**config.mk**
```make
export PLATFORM = sky130hd
export DESIGN_NAME = wallace_mul_ctrl_flat
export DESIGN_NICKNAME = d
export VERILOG_FILES = /design/src/rtl/wallace_mul_ctrl_if.sv /design/src/rtl/wallace_mul_ctrl.sv /design/src/flat_wrapper.sv
export SDC_FILE = /design/constraint.sdc
export NUM_CORES = 1
export LEC_CHECK = 0
export CELL_PAD_IN_SITES_DETAIL_PLACEMENT = 2
export CELL_PAD_IN_SITES_GLOBAL_PLACEMENT = 2
export CORE_MARGIN = 2
export CORE_UTILIZATION = 30
export DETAILED_ROUTE_END_ITERATION = 7
export GPL_TIMING_DRIVEN = 0
export PLACE_DENSITY_LB_ADDON = 0.05
export SETUP_SLACK_MARGIN = 0.05
export SLEW_MARGIN = 15
export SYNTH_ARGS = -nofsm -noshare
export SYNTH_HDL_FRONTEND = slang
export SYNTH_SLANG_ARGS = --single-unit
```
**constraint.sdc**
```tcl
create_clock -name clk -period 7.65 [get_ports clk]
set_input_delay 0.765 -clock clk [delete_from_list [all_inputs] [get_ports clk]]
set_output_delay 0.765 -clock clk [all_outputs]
set_load 0.02 [all_outputs]
```
**src/rtl/wallace_mul_ctrl_if.sv**
```systemverilog
// Request/result handshake bundle for the multiplier control stage.
// The requester drives the request and result-ready side; the control stage drives the rest.
interface wallace_mul_ctrl_if #(
    parameter int ID_W = 4
);
    logic            in_valid;
    logic            in_ready;
    logic [1:0]      in_op;
    logic [31:0]     in_a;
    logic [31:0]     in_b;
    logic [ID_W-1:0] in_id;
    logic            out_valid;
    logic            out_ready;
    logic [31:0]     out_result;
    logic [ID_W-1:0] out_id;

    modport master (
        output in_valid, in_op, in_a, in_b, in_id, out_ready,
        input  in_ready, out_valid, out_result, out_id
    );

    modport slave (
        input  in_valid, in_op, in_a, in_b, in_id, out_ready,
        output in_ready, out_valid, out_result, out_id
    );
endinterface

```
**src/rtl/wallace_mul_ctrl.sv**
```systemverilog
// Multicycle control stage around a combinational 32x32 signed multiplier array:
// holds operands for WAIT_CYCLES, then registers the sign-corrected RISC-V result word.
module wallace_mul_ctrl #(
    parameter int WAIT_CYCLES = 2,
    parameter int ID_W        = 4
) (
    input  logic               clk,
    input  logic               rst_n,
    input  logic               flush,
    wallace_mul_ctrl_if.slave  bus,
    output logic [31:0]        mul_x,
    output logic [31:0]        mul_y,
    input  logic [63:0]        mul_r,
    output logic               busy
);
    localparam logic [3:0] CNT_INIT = 4'(WAIT_CYCLES - 1);

    typedef enum logic [1:0] {IDLE, CALC, DONE} state_t;

    state_t          state_reg, state_next;
    logic [3:0]      cnt_reg, cnt_next;
    logic [1:0]      op_reg;
    logic [ID_W-1:0] id_reg;
    logic [31:0]     mul_x_reg, mul_y_reg;
    logic [31:0]     out_result_reg;
    logic [ID_W-1:0] out_id_reg;

    logic        in_ready;
    logic        accept;
    logic        capture;
    logic [31:0] corr_a, corr_b;
    logic [31:0] result_next;
    logic [31:0] high_word;

    assign in_ready = rst_n & ~flush & ((state_reg == IDLE) | ((state_reg == DONE) & bus.out_ready));
    assign accept   = bus.in_valid & in_ready;

    // corr_a adds a when b is negative as signed; corr_b adds b when a is negative.
    generate
        for (genvar gi = 0; gi < 32; gi++) begin : g_corr
            assign corr_a[gi] = mul_y_reg[31] & mul_x_reg[gi];
            assign corr_b[gi] = mul_x_reg[31] & mul_y_reg[gi];
        end
    endgenerate

    assign high_word = mul_r[63:32];

    always_comb begin
        result_next = mul_r[31:0];
        unique case (op_reg)
            2'b00: result_next = mul_r[31:0];
            2'b01: result_next = high_word;
            2'b10: result_next = high_word + corr_a;
            2'b11: result_next = high_word + corr_a + corr_b;
            default: result_next = mul_r[31:0];
        endcase
    end

    always_comb begin
        state_next = state_reg;
        cnt_next   = cnt_reg;
        capture    = 1'b0;
        unique case (state_reg)
            IDLE: begin
                if (accept) begin
                    state_next = CALC;
                    cnt_next   = CNT_INIT;
                end
            end
            CALC: begin
                if (cnt_reg == 4'd0) begin
                    state_next = DONE;
                    capture    = 1'b1;
                end else begin
                    cnt_next = cnt_reg - 4'd1;
                end
            end
            DONE: begin
                if (bus.out_ready) begin
                    if (accept) begin
                        state_next = CALC;
                        cnt_next   = CNT_INIT;
                    end else begin
                        state_next = IDLE;
                    end
                end
            end
            default: state_next = IDLE;
        endcase
        // flush kills everything, including a capture due this edge
        if (flush) begin
            state_next = IDLE;
            cnt_next   = 4'd0;
            capture    = 1'b0;
        end
    end

    always_ff @(posedge clk) begin
        if (!rst_n) begin
            state_reg      <= IDLE;
            cnt_reg        <= 4'd0;
            op_reg         <= 2'b00;
            id_reg         <= '0;
            mul_x_reg      <= 32'd0;
            mul_y_reg      <= 32'd0;
            out_result_reg <= 32'd0;
            out_id_reg     <= '0;
        end else begin
            state_reg <= state_next;
            cnt_reg   <= cnt_next;
            if (accept) begin
                mul_x_reg <= bus.in_a;
                mul_y_reg <= bus.in_b;
                op_reg    <= bus.in_op;
                id_reg    <= bus.in_id;
            end
            if (capture) begin
                out_result_reg <= result_next;
                out_id_reg     <= id_reg;
            end
        end
    end

    assign bus.in_ready   = in_ready;
    assign bus.out_valid  = (state_reg == DONE);
    assign bus.out_result = out_result_reg;
    assign bus.out_id     = out_id_reg;
    assign mul_x          = mul_x_reg;
    assign mul_y          = mul_y_reg;
    assign busy           = (state_reg != IDLE);
endmodule

```
**src/flat_wrapper.sv**
```systemverilog
// flat-port wrapper written by rule: the top's interface ports become plain ports
module wallace_mul_ctrl_flat 
#(
    parameter int WAIT_CYCLES = 2,
    parameter int ID_W        = 4
)
  (clk, rst_n, flush, mul_x, mul_y, mul_r, busy, bus_in_valid, bus_in_op, bus_in_a, bus_in_b, bus_in_id, bus_out_ready, bus_in_ready, bus_out_valid, bus_out_result, bus_out_id);
  wallace_mul_ctrl_if #(.ID_W(ID_W)) bus_i ();
  input  logic clk;
  input  logic rst_n;
  input  logic flush;
  output logic [31:0] mul_x;
  output logic [31:0] mul_y;
  input  logic [63:0] mul_r;
  output logic busy;
  input wire logic [$bits(bus_i.in_valid)-1:0] bus_in_valid;
  input wire logic [$bits(bus_i.in_op)-1:0] bus_in_op;
  input wire logic [$bits(bus_i.in_a)-1:0] bus_in_a;
  input wire logic [$bits(bus_i.in_b)-1:0] bus_in_b;
  input wire logic [$bits(bus_i.in_id)-1:0] bus_in_id;
  input wire logic [$bits(bus_i.out_ready)-1:0] bus_out_ready;
  output wire logic [$bits(bus_i.in_ready)-1:0] bus_in_ready;
  output wire logic [$bits(bus_i.out_valid)-1:0] bus_out_valid;
  output wire logic [$bits(bus_i.out_result)-1:0] bus_out_result;
  output wire logic [$bits(bus_i.out_id)-1:0] bus_out_id;
  assign bus_i.in_valid = bus_in_valid;
  assign bus_i.in_op = bus_in_op;
  assign bus_i.in_a = bus_in_a;
  assign bus_i.in_b = bus_in_b;
  assign bus_i.in_id = bus_in_id;
  assign bus_i.out_ready = bus_out_ready;
  assign bus_in_ready = bus_i.in_ready;
  assign bus_out_valid = bus_i.out_valid;
  assign bus_out_result = bus_i.out_result;
  assign bus_out_id = bus_i.out_id;
  wallace_mul_ctrl #(.WAIT_CYCLES(WAIT_CYCLES), .ID_W(ID_W)) u_core (.clk(clk), .rst_n(rst_n), .flush(flush), .bus(bus_i), .mul_x(mul_x), .mul_y(mul_y), .mul_r(mul_r), .busy(busy));
endmodule
```
### Yosys cells after proc, flatten, opt, wreduce, memory -nomap -nowiden

Index checks and enable logic that the tools add are counted.

* add/sub/neg operators: 3
* eq/ne operators: 9
* multiplexer cells: 13
* bitwise gates (word level): 70
* reduce and logical (&&, ||, !) cells: 8

Operators by type and width (count)
* $pmux 32 s4: 1
* $and 1x1->1: 67
* $add 32x32->32: 2
* $mux 4: 3
* $pmux 4 s3: 1
* $eq 2x2->1 const B: 3
* $mux 2: 3
* $pmux 2 s3: 1
* $reduce_and 3->1: 2
* $eq 2x1->1 const B: 2
* $logic_not 2->1: 2
* $logic_not 4->1: 1
* $mux 1: 4
* $ne 2x1->1 const B: 2
* $ne 2x2->1 const B: 2
* $sub 4x1->4 const B: 1
* $reduce_bool 3->1: 1
* $not 1->1: 2
* $reduce_bool 2->1: 1
* $reduce_or 2->1: 1
* $or 1x1->1: 1

* flip-flop bits (word level): 112
* input port bits: 139
* output and inout bits: 103
* word-level logic and storage cells: 111

### Depth between registers and ports, before layout

* depth after elaboration: 8
* gate-level depth with buffers: 24
* gate-level depth less buffers: 23

### Worst setup path after synthesis

Ideal clock, no wire load.

* kind: register to register
* start: register u_core.mul_y_reg[31], in the netlist u_core.mul_y[31]
* end: register u_core.out_result_reg[28], in the netlist u_core.bus.out_result[28]
* setup time: 0.123 ns
* data arrival time: 4.593 ns
* required time: 7.527 ns
* slack: 2.934 ns
* cell stages (with the launch flop): 24
* path buffers: 1
* clock period less this slack: 4.716 ns
* cell sequence: dfxtp_1 > clkbuf_1 > and2_1 > ha_1 > a21oi_1 > o211ai_1 > and2_1 > o21ai_0 > nand2b_1 > a21o_1 > a21o_1 > a21oi_1 > xnor2_1 > ha_1 > and4_1 > o21ai_0 > o21bai_1 > a221oi_2 > a41oi_2 > a211oi_2 > and3_4 > o21ai_2 > o311ai_2 > o21ai_1

* word-level cells in the longest chain between the ends: 4
* elaborated cells between the ends (all ways): 32
* those cells by class: 2 x add/sub; 1 x mux; 29 x bitwise

Ends and longest elaborated chain
* start: declaration: RTL line wallace_mul_ctrl.sv:24 `logic [31:0] mul_x_reg, mul_y_reg;`
* start signal: assignment: RTL line wallace_mul_ctrl.sv:113 `mul_y_reg <= bus.in_b;`
* $and 1x1->1: RTL line wallace_mul_ctrl.sv:41 `assign corr_a[gi] = mul_y_reg[31] & mul_x_reg[gi];`
* $add 32x32->32 *: RTL line wallace_mul_ctrl.sv:53, wallace_mul_ctrl.sv:54
* $add 32x32->32: RTL line wallace_mul_ctrl.sv:54 `2'b11: result_next = high_word + corr_a + corr_b;`
* $pmux 32 s4 *: RTL line wallace_mul_ctrl.sv:50 `unique case (op_reg)`
* end signal: assignment: RTL line wallace_mul_ctrl.sv:118 `out_result_reg <= result_next;`
* end: declaration: RTL line wallace_mul_ctrl.sv:25 `logic [31:0] out_result_reg;`

Every way passes the cells marked *; elsewhere a longest branch is shown, timed or not.
A chain may end at the register's enable or synchronous reset.

### Worst setup path after layout

Same ends and word-level chain as after synthesis.

==> results by group <==
STA
  – Setup Total Neg Slack: 0 ps
  – RSZ-0062 raised after global routing: no
  – Hold slack: 452 ps
  – Final setup violating endpoints: 0
  – Least-Margin Pin Slew: 1060 ps
  – Max-slew violations: 0
  – Tightest slew margin relative to the limit: 29.5%
  – Max Fclk: 0.155 GHz
  – Fin crit share: 84.1%
  – Time the final worst path needs with I/O delays and setup: 6440 ps
  – Count of endpoints failing hold in the final timing report: 0
  – Skew final: 16.1 ps

Clocking
  – Number of levels the H-tree was split into: 3
  – TritonCTS clock tree: done
  – CTS root buf: sky130_fd_sc_hd__clkbuf_16
  – Max Buffers Root-to-Sink: 2
  – Clock latency on the worst-skew pair: 380 ps
  – CTS buffer count: 9
  – Post-cts repair resize count: 0
  – Post-CTS setup buffer count: 0
  – Clock input transition at the sequential cells of the worst setup and hold paths: 90 ps
  – Quantity of hold-fixing buffers added after cts: 0
  – Clock sink total: 112

Power
  – Max rail drop VDD: 0.0955 mV
  – Share of power burned in the clock network: 37.4%
  – Gate power share: 21.2%
  – Switching power: 447 uW
  – Leakage power total: 0.00460 uW
  – Switch share: 30.4%
  – Internal power contribution: 1020 uW
  – Total power divided by cell area: 124 mW/mm^2
  – Proportion of power drawn by flip-flops and latches: 41.4%

Status
  – Outcome: complete, no violations

Die
  – Top-level I/O count: 242
  – Height of the die: 174 um
  – Initial Util: 30.3%
  – Placeable Area: 0.0285 mm^2
  – Die Area: 0.0302 mm^2
  – Die Span X: 174 um
  – Row cnt: 62

Synthesis
  – Synthesized area: 0.00864 mm^2
  – Synth Net Count: 1271
  – Synth unique cells: 72
  – Sequential element share of the synthesized area: 25.9%
  – Post-synth top area cell: sky130_fd_sc_hd__dfxtp_1
  – Proportion of netlist area held by the largest area contributor: 25.9%
  – Average cell area after synthesis: 8.10 um^2
  – Most used standard cell by instance count after synthesis: sky130_fd_sc_hd__nand2_1
  – Leading post-synthesis cells by cell area: sky130_fd_sc_hd__dfxtp_1 26%, sky130_fd_sc_hd__nand2_1 11%, sky130_fd_sc_hd__ha_1 9.1%
  – Top cell types by occurrence after synthesis: 248 x sky130_fd_sc_hd__nand2_1, 112 x sky130_fd_sc_hd__dfxtp_1, 90 x sky130_fd_sc_hd__a21boi_0
  – Async set-reset flop share out of synthesis: 0%
  – EDFF count, synth: 0
  – Seq cells post-synth: 112
  – Count of mapped cells out of synthesis: 1067
  – Number of warning messages in the yosys log: 0
  – Most instantiated flip-flop cell in the synthesis netlist: sky130_fd_sc_hd__dfxtp_1

Cells and area
  – Ratio of cells with drive above 1 in the final layout: 4.68%
  – Layout fillers: 3331
  – Layout overhead on the synthesized area: 37.3%
  – Multi-input gate area: 0.00610 mm^2
  – Area used by sequential logic in the layout: 0.00224 mm^2
  – Antenna Cells: 0
  – Nets@finish: 1524

Placed design
  – Total of buffers placed on input and output ports: 241
  – Detailed Place HPWL: 30300 um
  – Routability cong.: 0.857

Route
  – Router iterations before antenna repair: 5
  – Wire per inst: 22.0 um
  – Vias per cell: 5.24
  – Number of nets with antenna violations after routing: 0
  – Initial DRC Count: 352
  – Total Wirelength: 37700 um
  – Routed vias: 8963
  – DRC Markers: 0

GRT
  – Vias in the first global route: 9666
  – Number of antenna violations at the first check in global routing: 0
  – Global routing usage summed across all routing layers: 24.9%
  – Global-route wire length before repair: 57300 um
  – Global-route congestion overflow total: 0
  – Largest net degree at the start of global routing: 21

Worst setup path
  – Arrival time at the worst endpoint: 6690 ps
  – Largest driver fanout on the critical path: 10
  – Type of element capturing the critical path: flop
  – Setup Crit Path Kind: reg2reg
  – Data required, critical path: 7910 ps
  – Kind of start point of the critical path: flop

Flow run
  – Max-Cap Viols: 0

Worst hold path
  – Tightest Hold Check Type: reg2reg
-- logic make-up after synthesis --
| group | Yosys count | synth area share, % |
|---|---|---|
| buf+inv | 80 | 3.57 |
| flops | 112 | 25.9 |
| simple gates | 426 | 22.7 |
| compound gates | 294 | 24.2 |
| fa+ha+maj | 65 | 9.58 |
| xor+xnor | 58 | 6.66 |
| mux | 32 | 7.34 |
-- final timing paths --
path / startpoint / to / slack, ps / cells after the start
worst min-delay path: u_core.bus.out_result[26]$_SDFFE_PN0P_ / u_core.bus.out_result[26]$_SDFFE_PN0P_ / 450 / 2
worst max register to register: u_core.mul_y[31]$_SDFFE_PN0P_ / u_core.bus.out_result[28]$_SDFFE_PN0P_ / 1210 / 23
worst max-delay path: u_core.mul_y[31]$_SDFFE_PN0P_ / u_core.bus.out_result[28]$_SDFFE_PN0P_ / 1210 / 23
worst min register to register: u_core.bus.out_result[26]$_SDFFE_PN0P_ / u_core.bus.out_result[26]$_SDFFE_PN0P_ / 450 / 2
-- power by group through the flow --
stage | Clock [uW] | Combinational, uW | Sequential, uW
after CTS | 567 | 315 | 610
after detailed placement | 0 | 313 | 624
final | 550 | 312 | 610
after global routing | 585 | 338 | 612
after floorplan | 0 | 136 | 634
after global placement | 0 | 306 | 623
-- critical path, stage by stage (launching register included) --
cell and delay (ps):
sky130_fd_sc_hd__dfxtp_1 780, sky130_fd_sc_hd__clkbuf_1 450, sky130_fd_sc_hd__and2_1 250, sky130_fd_sc_hd__ha_1 240, sky130_fd_sc_hd__a21oi_1 190, sky130_fd_sc_hd__o211ai_1 300, sky130_fd_sc_hd__and2_1 320, sky130_fd_sc_hd__o21ai_0 200
sky130_fd_sc_hd__nand2b_1 120, sky130_fd_sc_hd__a21o_1 190, sky130_fd_sc_hd__a21o_1 210, sky130_fd_sc_hd__a21oi_1 190, sky130_fd_sc_hd__xnor2_1 140, sky130_fd_sc_hd__ha_1 410, sky130_fd_sc_hd__and4_1 280, sky130_fd_sc_hd__o21ai_0 100
sky130_fd_sc_hd__o21bai_1 200, sky130_fd_sc_hd__a221oi_2 350, sky130_fd_sc_hd__a41oi_2 240, sky130_fd_sc_hd__a211oi_2 400, sky130_fd_sc_hd__and3_4 280, sky130_fd_sc_hd__o21ai_2 100, sky130_fd_sc_hd__o311ai_2 240, sky130_fd_sc_hd__o21ai_1 110
-- cells in the final DEF, fill, tap and decap left out, types with 4 or more instances in the layout --
master	instances
sky130_fd_sc_hd__nand2_1	248
sky130_fd_sc_hd__clkdlybuf4s50_1	241
sky130_fd_sc_hd__dfxtp_1	112
sky130_fd_sc_hd__a21boi_0	90
sky130_fd_sc_hd__and2_1	66
sky130_fd_sc_hd__ha_1	63
sky130_fd_sc_hd__a21oi_1	62
sky130_fd_sc_hd__clkbuf_1	51
sky130_fd_sc_hd__nor2_1	30
sky130_fd_sc_hd__xnor2_1	30
sky130_fd_sc_hd__o21ai_0	26
sky130_fd_sc_hd__a21o_1	26
sky130_fd_sc_hd__mux4_2	25
sky130_fd_sc_hd__inv_1	23
sky130_fd_sc_hd__xor2_1	23
sky130_fd_sc_hd__nand2b_1	16
sky130_fd_sc_hd__nand3_1	16
sky130_fd_sc_hd__nor2b_1	11
sky130_fd_sc_hd__o211ai_1	10
sky130_fd_sc_hd__o21ai_1	10
sky130_fd_sc_hd__clkbuf_16	9
sky130_fd_sc_hd__nor3_1	8
sky130_fd_sc_hd__o21bai_1	8
sky130_fd_sc_hd__o21a_1	7
sky130_fd_sc_hd__and3_1	7
sky130_fd_sc_hd__a211oi_1	7
sky130_fd_sc_hd__and4_1	6
sky130_fd_sc_hd__mux2i_1	6
sky130_fd_sc_hd__a31oi_1	5
sky130_fd_sc_hd__a2111oi_0	5
sky130_fd_sc_hd__nand4_1	4
sky130_fd_sc_hd__buf_1	4
sky130_fd_sc_hd__xor3_1	4
-- through the flow --
step / std cells / total power, uW / worst slack, ps / utilization, % / instance area (um^2)
after floorplan: 1067 / 770 / 2930 / - / 8640
after global placement: 1692 / 929 / 1410 / 40.4 / 11500
after detailed placement: 1693 / 936 / 1260 / 40.5 / 11500
after CTS: 1709 / 1490 / 1180 / 41.6 / 11900
after global routing: 1709 / 1530 / 783 / 41.6 / 11900
final: 1709 / 1470 / 1210 / 41.6 / 11900
-- routing by layer --
layer  vias up  global-route usage [%]  part of all wire, %
li1       4256                       -                    -
met1      4486                    32.5                   46
met2       199                    44.1                   49
met3        22                    3.03                  3.7
met4         0                    5.29                  1.4
met5         -                       0                    0
-- final cells by class --
type                    instances  share of cell area [%]
plain buffers                  57                    1.88
clock inverters                 6                   0.696
inverters                      23                   0.727
well taps                     384                    4.05
flip-flops and latches        112                    18.9
clock buffers                  10                    2.01
multi-input cells             875                    51.4
repair buffers                242                    20.4
(Power assumes the default switching activity.)
==> RTL change (same settings) <==
Re-encode `state_t` (3 states) as one-hot, 3 bits wide.
--- a/src/rtl/wallace_mul_ctrl.sv
+++ b/src/rtl/wallace_mul_ctrl.sv
@@ -15,7 +15,7 @@
 );
     localparam logic [3:0] CNT_INIT = 4'(WAIT_CYCLES - 1);
 
-    typedef enum logic [1:0] {IDLE, CALC, DONE} state_t;
+    typedef enum logic [2:0] {IDLE = 3'b001, CALC = 3'b010, DONE = 3'b100} state_t;
 
     state_t          state_reg, state_next;
     logic [3:0]      cnt_reg, cnt_next;
Check against the original RTL: same outputs for any inputs over 4 cycles, from zero or initial values and one cycle with rst_n low; so few cycles prove little.
==> RTL change against the original RTL <==
- fmax increased by 3.4%
- critical path depth stayed put
- global-route usage up 0.47 points
- largest cell class unchanged
- sequential cell count up 1
- highest routed layer unchanged
- routed wire length is 2.8% higher
- cell area up 3.2%
- non-clock buffer count did not move
- critical path type unchanged
- worst setup slack improved by 0.21 ns
- clock skew down 0.0086 ns
- total power rose by 20%
- sequential power up 0.8%
- synthesized area up 1.5%
- utilization is 0.98 points higher
- final cell count increased by 3.8%
==> RTL change: results (changes against the original RTL) <==
track_usage: 0.254  # +0.00465
h-tree-depth: 4  # +1
multi_input_area_um2: 6230  # +2.1%
synth_common_cells: "nand2_1, dfxtp_1, a21boi_0"
synth_top_area_share: 0.258  # -0.00164
whs_endpoint: "u_core.bus.out_result[20]"
postSynthCellCount: 1116  # +4.6%
met3_usage: 0.0492  # +0.0189
post_drt_wl_per_cell_um: 21.8  # -0.95%
synth_cell_types: 71  # -1.4%
vias: 9272  # +3.4%
seq-power_mw: 0.615  # +0.8%
clk_pin_slew_ns: 0.06  # -0.03 ns
numCtsBuffers: 17  # +8
dr.pass1.iters: 4  # -1
hpwl_mm: 31.1  # +2.6%
final-clk-cell-share: 0.0474  # +0.0203
post-place-ws_ns: 1.34  # +0.0760 ns
synthMuxAreaShare: 0.0666  # -0.00681
status: "completed"
vdd_drop_max_v: 0.000144  # +51%
syn_avg_cell_area_um2: 7.86  # -2.9%
p_leak_nw: 4.82  # +4.8%
num_antenna_cells: 2  # +2
hold_ws_ns: 0.464  # +0.0129 ns
wl_met3_mm: 2.08  # +51%
syn-num-nets: 1320  # +3.9%
wl_met2_mm: 17.8  # -3.9%
-- RTL change: changes by cell type in the layout (fill, tap and decap cells not counted), sizes merged, moves of 6 or more --
| cell | unedited run | this run |
|---|---|---|
| nor2 | 30 | 50 |
| clkbuf | 61 | 76 |
| o21ai | 37 | 48 |
| a21o | 26 | 37 |
| mux2 | 1 | 8 |
| nor3 | 9 | 19 |
| a2111oi | 6 | 0 |
-- RTL change: critical path, cell delays in order, from the launching register on --
cell      delay [ns]
dfxtp_1         0.61
clkbuf_1        0.36
and2_1          0.24
ha_1            0.25
a21o_1          0.19
and4_1          0.23
or2_2           0.32
a31o_2          0.26
a21o_1          0.18
a21o_1          0.20
a21oi_1         0.17
o21ai_0         0.20
a21oi_1         0.31
ha_1            0.35
a21o_1          0.19
a21oi_1         0.15
nor2b_1         0.06
a211o_1         0.32
a31oi_1         0.46
nor4_2          0.12
o21ai_1         0.35
xor2_1          0.21
a21oi_1         0.09
a221o_1         0.28
